===== config.mk =====
export PLATFORM = sky130hd
export DESIGN_NAME = mem_port_arbiter
export DESIGN_NICKNAME = d
export VERILOG_FILES = /design/src/rtl/mem_port_arbiter.sv
export SDC_FILE = /design/constraint.sdc
export NUM_CORES = 1
export LEC_CHECK = 0
export ABC_AREA = 1
export CORE_ASPECT_RATIO = 0.8
export CORE_UTILIZATION = 42
export DETAILED_ROUTE_END_ITERATION = 7
export HOLD_SLACK_MARGIN = 0.03
export PLACE_DENSITY_LB_ADDON = 0.1
export REMOVE_ABC_BUFFERS = 1
export SYNTH_ARGS = -nofsm -noshare
export SYNTH_HDL_FRONTEND = slang
export SYNTH_SLANG_ARGS = --single-unit

===== constraint.sdc =====
create_clock -name clk -period 1.85 [get_ports clk]
set_input_delay 0.37 -clock clk [delete_from_list [all_inputs] [get_ports clk]]
set_output_delay 0.37 -clock clk [all_outputs]
set_load 0.005 [all_outputs]

===== src/rtl/mem_port_arbiter.sv =====
// Purpose: two-port arbiter/sequencer for the unified instruction/data memory of the multi-cycle core.
// Latency: request seen in IDLE at cycle 0 -> mem_en in cycle 1, ack in cycle MEM_LAT+2; period MEM_LAT+3.
// Backpressure: level requests held until ack; cpu_stall = cpu_req & ~cpu_ack holds the core's controller.
//
// Ports:
//   clk, rst (async active-low)
//   cpu_req/cpu_we/cpu_addr/cpu_wdata -> cpu_rdata/cpu_ack/cpu_stall   core port
//   dma_req/dma_we/dma_addr/dma_wdata -> dma_rdata/dma_ack             secondary requester
//   mem_en/mem_we/mem_addr/mem_wdata (registered), mem_rdata           memory port
// Build option: define ARB_ROUND_ROBIN_EN for alternating grants on contention;
// otherwise the core has fixed priority over DMA.
module mem_port_arbiter #(
  parameter int ADDR_W  = 32,
  parameter int DATA_W  = 32,
  parameter int MEM_LAT = 2
) (
  input  logic              clk,
  input  logic              rst,
  input  logic              cpu_req,
  input  logic              cpu_we,
  input  logic [ADDR_W-1:0] cpu_addr,
  input  logic [DATA_W-1:0] cpu_wdata,
  output logic [DATA_W-1:0] cpu_rdata,
  output logic              cpu_ack,
  output logic              cpu_stall,
  input  logic              dma_req,
  input  logic              dma_we,
  input  logic [ADDR_W-1:0] dma_addr,
  input  logic [DATA_W-1:0] dma_wdata,
  output logic [DATA_W-1:0] dma_rdata,
  output logic              dma_ack,
  output logic              mem_en,
  output logic              mem_we,
  output logic [ADDR_W-1:0] mem_addr,
  output logic [DATA_W-1:0] mem_wdata,
  input  logic [DATA_W-1:0] mem_rdata
);

  localparam int CNT_W = $clog2(MEM_LAT + 1);

  typedef enum logic [1:0] {
    S_IDLE,
    S_ISSUE,
    S_WAIT,
    S_RESP
  } state_t;

  state_t              state_q, state_d;
  logic                owner_dma_q, owner_dma_d;  // 1 = DMA owns the transaction
  logic                we_q, we_d;
  logic [CNT_W-1:0]    cnt_q, cnt_d;
  logic                mem_en_q, mem_en_d;
  logic                mem_we_q, mem_we_d;
  logic [ADDR_W-1:0]   mem_addr_q, mem_addr_d;
  logic [DATA_W-1:0]   mem_wdata_q, mem_wdata_d;
  logic                cpu_ack_q, cpu_ack_d;
  logic                dma_ack_q, dma_ack_d;
  logic [DATA_W-1:0]   cpu_rdata_q, cpu_rdata_d;
  logic [DATA_W-1:0]   dma_rdata_q, dma_rdata_d;
  logic                grant_dma;

`ifdef ARB_ROUND_ROBIN_EN
  logic                last_dma_q, last_dma_d;

  // On contention, favour whoever was not granted last; a lone request always wins.
  assign grant_dma = dma_req & (~cpu_req | ~last_dma_q);
`else
  // Fixed priority: DMA only gets an IDLE cycle in which the core is not asking.
  assign grant_dma = dma_req & ~cpu_req;
`endif

  always_comb begin
    state_d     = state_q;
    owner_dma_d = owner_dma_q;
    we_d        = we_q;
    cnt_d       = cnt_q;
    mem_en_d    = 1'b0;
    mem_we_d    = 1'b0;
    mem_addr_d  = mem_addr_q;
    mem_wdata_d = mem_wdata_q;
    cpu_ack_d   = 1'b0;
    dma_ack_d   = 1'b0;
    cpu_rdata_d = cpu_rdata_q;
    dma_rdata_d = dma_rdata_q;
`ifdef ARB_ROUND_ROBIN_EN
    last_dma_d  = last_dma_q;
`endif

    unique case (state_q)
      S_IDLE: begin
        if (cpu_req || dma_req) begin
          // Attributes are captured here only; the memory strobe is registered
          // so it appears exactly in the ISSUE cycle.
          owner_dma_d = grant_dma;
          we_d        = grant_dma ? dma_we    : cpu_we;
          mem_addr_d  = grant_dma ? dma_addr  : cpu_addr;
          mem_wdata_d = grant_dma ? dma_wdata : cpu_wdata;
          mem_en_d    = 1'b1;
          mem_we_d    = grant_dma ? dma_we    : cpu_we;
`ifdef ARB_ROUND_ROBIN_EN
          last_dma_d  = grant_dma;
`endif
          state_d     = S_ISSUE;
        end
      end
      S_ISSUE: begin
        cnt_d   = CNT_W'(MEM_LAT);
        state_d = S_WAIT;
      end
      S_WAIT: begin
        cnt_d = cnt_q - CNT_W'(1);
        // Counter hitting zero marks the cycle in which mem_rdata is valid.
        if (cnt_d == '0) begin
          if (!we_q) begin
            if (owner_dma_q) dma_rdata_d = mem_rdata;
            else             cpu_rdata_d = mem_rdata;
          end
          if (owner_dma_q) dma_ack_d = 1'b1;
          else             cpu_ack_d = 1'b1;
          state_d = S_RESP;
        end
      end
      S_RESP: begin
        // No arbitration here, so a still-high request cannot be re-granted
        // against the ack it is just receiving.
        state_d = S_IDLE;
      end
      default: state_d = S_IDLE;
    endcase
  end

  always_ff @(posedge clk or negedge rst) begin
    if (!rst) begin
      state_q     <= S_IDLE;
      owner_dma_q <= 1'b0;
      we_q        <= 1'b0;
      cnt_q       <= '0;
      mem_en_q    <= 1'b0;
      mem_we_q    <= 1'b0;
      mem_addr_q  <= '0;
      mem_wdata_q <= '0;
      cpu_ack_q   <= 1'b0;
      dma_ack_q   <= 1'b0;
      cpu_rdata_q <= '0;
      dma_rdata_q <= '0;
`ifdef ARB_ROUND_ROBIN_EN
      last_dma_q  <= 1'b1;
`endif
    end else begin
      state_q     <= state_d;
      owner_dma_q <= owner_dma_d;
      we_q        <= we_d;
      cnt_q       <= cnt_d;
      mem_en_q    <= mem_en_d;
      mem_we_q    <= mem_we_d;
      mem_addr_q  <= mem_addr_d;
      mem_wdata_q <= mem_wdata_d;
      cpu_ack_q   <= cpu_ack_d;
      dma_ack_q   <= dma_ack_d;
      cpu_rdata_q <= cpu_rdata_d;
      dma_rdata_q <= dma_rdata_d;
`ifdef ARB_ROUND_ROBIN_EN
      last_dma_q  <= last_dma_d;
`endif
    end
  end

  assign mem_en    = mem_en_q;
  assign mem_we    = mem_we_q;
  assign mem_addr  = mem_addr_q;
  assign mem_wdata = mem_wdata_q;
  assign cpu_ack   = cpu_ack_q;
  assign dma_ack   = dma_ack_q;
  assign cpu_rdata = cpu_rdata_q;
  assign dma_rdata = dma_rdata_q;
  assign cpu_stall = cpu_req & ~cpu_ack_q;

endmodule


Word-level counts from Yosys, hierarchy flattened
Index checks and enable logic that the tools add are counted.
{ "word_totals": {"ff_bits": 138, "output_inout_bits": 133, "elab_cells": 49, "input_bits": 166} }
{ "op_classes": {"eq_ne": 5, "bitwise_logic": 6, "n_reduce_logical": 8, "muxes": 17, "add_sub_neg": 1} }
{ "ops": {"columns": ["op", "n"], "rows": [
  ["32-bit 2-to-1 mux", 2],
  ["1-bit 2-to-1 mux", 11],
  ["2-bit case mux with 4 select lines", 1],
  ["4-bit AND reduction", 2],
  ["2-bit == test, second input constant", 2],
  ["2-bit logical NOT", 2],
  ["2-bit 2-to-1 mux", 2],
  ["2-bit != test, second input constant", 2],
  ["1-bit NOT", 4],
  ["2-bit case mux with 2 select lines", 1],
  ["2-bit AND reduction", 2],
  ["1-bit bitwise AND", 2],
  ["2-bit by 1-bit == test with 1-bit output, second input constant", 1],
  ["2-bit nonzero test", 1],
  ["2-bit by 1-bit subtractor with 2-bit output, second input constant", 1],
  ["1-bit logical OR", 1]
]} }

Logic depth before layout (Yosys ltp)
{ "logic_depth": {"word_depth": 5, "mapped_depth": 8, "mapped_depth_nobuf": 7} }

Worst setup path before layout
Ideal clock, no wire load.
{ "synth_path": {"path_type": "register to register", "startpoint": "register state_q[0]", "endpoint": "register dma_rdata_q[10] (netlist: dma_rdata[10])", "setup_ns": 0.130, "path_buffers": 1, "period_less_slack_ns": 1.332, "arrival_time_ns": 1.202, "path_stages_with_launch": 8, "path_slack_ns": 0.518, "path_cell_list": "dfrtp_1 > inv_1 > ha_1 > nand2_1 > inv_1 > nand2_2 > clkbuf_1 > o21ai_0"} }
{ "synth_between": {"elab_chain_cells": 2} }
{ "synth_lines": {"columns": ["element", "line_no", "rtl"], "rows": [
  ["from (decl)", "48", "state_t state_q, state_d;"],
  ["from (signal assigned)", "150", "state_q <= state_d;"],
  ["2-bit == test", "89", "unique case (state_q)"],
  ["4-bit AND reduction (no source line)", null, null],
  ["to (signal assigned)", "161", "dma_rdata_q <= dma_rdata_d;"],
  ["to (decl)", "59", "logic [DATA_W-1:0] dma_rdata_q, dma_rdata_d;"]
]} }
No other way between the ends.
A chain may end at the register's enable or synchronous reset.

Final worst setup path
{ "layout_path": {"startpoint": "register mem_wdata_q[5] (netlist: mem_wdata[5])", "endpoint": "output mem_wdata[5]"} }
{ "layout_lines": {"columns": ["element", "line_no", "rtl"], "rows": [
  ["from (decl)", "55", "logic [DATA_W-1:0] mem_wdata_q, mem_wdata_d;"],
  ["from (signal assigned)", "157", "mem_wdata_q <= mem_wdata_d;"],
  ["to (decl)", "35", "output logic [DATA_W-1:0] mem_wdata,"]
]} }
No word-level cell between the ends.

==> flow_summary.yaml <==
cells_and_area:
  diodes: 0
  fill_cells: 1258
  drive_gt1_share_pct: 5.65
  fin_nets: 1309
  syn_to_final_growth_pct: 60.5
sta:
  rsz0062_at_grt: "false"
  finalCriticalPeriod_ps: 1690
  hold-worst-slack_ps: 377
  worst_slack_ps: 162
  drv_slew: 0
  tightest_slew_ps: 484
  finalCritPeriodShare_pct: 91.3
  max_clock_freq_ghz: 0.592
  fin_skew_ps: 8.78
  setup_violations: 0
  hold_violations: 0
  max-slew-margin-rel_pct: 67.8
  tns_ps: 0
synth:
  synthCells: 843
  post_synth_num_cell_types: 15
  netlist_area_sq_mm: 0.00646
  syn_avg_cell_area_sq_um: 7.66
  seq_area_frac_synth_pct: 53.5
  synth_seq_cells: 138
  yosys_warnings: 0
grt:
  grt_pass1_vias: 6121
  grt_first_pass_wirelength_um: 30900
  grt_max_degree: 65
  grt_overflow_total: 0
  track_usage_pct: 25.1
  antenna_found_initial: 0
floorplanning:
  initial_core_util_pct: 43.0
  die_h_um: 113
  die-area_sq_mm: 0.0159
  design.core.area_sq_mm: 0.0150
  io_pins: 299
  row_count: 40
  die_w_um: 141
worst_hold_path:
  worstHoldStart: "dma_req"
  hold_path_class: "in2reg"
placed_design:
  place_ws_ps: 0.0220
  hpwl_um: 13600
  gp_congestion: 0.786
  io_buffers: 298
setup_path:
  critPathLaunch: "mem_wdata[5]"
  start_kind: "flip-flop"
  path_cells: "clkdlybuf4s50_1"
  crit_family: "buffers and inverters"
  slowest_delay_ps: 560
  timing.rr.start: "state_q[0]"
  cp_max_fo: 2
  required_ps: 1480
  critical_path_arrival_ps: 1320
  cp_num_buf_inv: 1
  worstSetupPathType: "reg2out"
  endpoint_kind: "output port"
  worst_path_max_delay_cell: "clkdlybuf4s50_1"
clocking:
  cts_buffers: 17
  htreeDepth: 4
  cts_root_buf: "clkbuf_16"
  cts_tree: "built"
  cts_buffer_depth: 2
  cts_sinks: 138
  clk_latency_ps: 410
  clk_pin_slew_ps: 60
detailed_routing:
  viasPerCell: 4.64
  drt_drc_violations_left: 1
  vias: 6224
  drt_iter0_drc: 483
  drt-total-wl_um: 19000
  firstDrtPassIters: 8
  wl_per_cell_um: 14.2
  final_antenna_net_count: 0
power:
  combPwrFrac_pct: 41.7
  irDropWorstVdd_uv: 740
  p_int_mw: 9.96
  clock_power_share_pct: 22.6
  switching_share_pct: 31.3
  p_switching_mw: 4.54
  power.leakage_nw: 5.48
  pwr-share-seq_pct: 35.6
  totalPowerFinal_mw: 14.5
  powerDensity_mw_per_mm2: 1400
status:
  status: "finished with violations"
  violations: "DRC"
run:
  maxCapViolations: 0
==> final cells by class <==
type / count / area (sq um) / share of cell area (%)
inverter: 172 / 646 / 6.23
clock inverter: 14 / 148 / 1.43
multi-input combinational: 486 / 2140 / 20.6
tap: 189 / 236 / 2.28
clock buffer: 17 / 425 / 4.11
timing repair buffer: 324 / 3310 / 32.0
sequential: 138 / 3450 / 33.3
==> repair_timing <==
item,4_1_cts,5_1_grt
hold buffers,1,0
resized for setup,1,0
hold endpoints to repair,42,0
setup endpoints to repair,1,0
buffers inserted,0,0
==> state kept, by name, summed over array words and instances, names as in the netlist <==
signal	cells
mem_addr	32
cnt_q	2
cpu_ack	1
owner_dma_q	1
we_q	1
mem_we	1
cpu_rdata	32
state_q	2
mem_wdata	32
dma_rdata	32
dma_ack	1
mem_en	1
==> power groups by stage <==
stage / Combinational, mW / Sequential (mW) / Clock [mW]
after floorplan: 1.93 / 5.29 / 0
after global placement: 6.01 / 5.15 / 0
after detailed placement: 6.11 / 5.18 / 0
after CTS: 6.14 / 5.17 / 3.36
after global routing: 6.66 / 5.33 / 3.51
final: 6.05 / 5.16 / 3.28
==> path summary, 6_finish.rpt <==
kind | to | slack (ps) | cells past startpoint
worst max-delay path | mem_wdata[5] | 160 | 1
worst min-delay path | mem_wdata[20] | 380 | 4
worst max register to register | cpu_rdata[2] | 250 | 8
worst min register to register | mem_addr[20] | 480 | 2
max in group asynchronous | mem_addr[4] | 810 | 3
min in group asynchronous | cpu_rdata[14] | 460 | 2
==> cells in the final DEF (no fill, tap or decap), drive strengths merged, types with 2 or more instances in the layout <==
cell type and count:
clkinv 8, clkinvlp 2, nand2 273, bufinv 2, buf 27, o21ai 67
inv 174, clkbuf 17, nor2 8, nand3 132, dfrtp 138, clkdlybuf4s50 295
ha 4
==> logic make-up (layout without fill, tap and decap cells) <==
family | Yosys count | in the layout | share of synthesized area, %
compound gates | 68 | 68 | 5.27
buf+inv | 219 | 527 | 13.7
fa+ha+maj | 4 | 4 | 0.775
flops | 138 | 138 | 53.5
simple gates | 414 | 414 | 26.8
==> per-stage QoR <==
step                      area (sq um)  std cells  utilization (%)
after global routing             10400       1340             69.0
after CTS                        10400       1340             69.0
final                            10400       1340             69.0
after floorplan                   6220        796                -
after global placement            9780       1308             65.1
after detailed placement          9780       1308             65.1
==> metal layers <==
layer	track usage (%)	vias to the layer above	wire length [um]
met5	0	-	0
met4	8.55	0	444
met2	42.2	202	9050
li1	-	3130	-
met3	8.25	25	1340
met1	30.5	2867	8130
==> synth_stat cells <==
library cell | n | area share (%)
nand2_1 | 271 | 16
inv_1 | 172 | 10
dfrtp_1 | 138 | 53
nand3_1 | 132 | 10
o21ai_0 | 66 | 5.1
buf_2 | 28 | 2.2
clkbuf_1 | 12 | 0.70
buf_4 | 7 | 0.81
nor2_1 | 7 | 0.41
ha_1 | 4 | 0.78
nand2_2 | 2 | 0.19
a21oi_1 | 1 | 0.077
nor2_2 | 1 | 0.097
o21ai_1 | 1 | 0.077
or2_2 | 1 | 0.097
(Power assumes the default switching activity.)
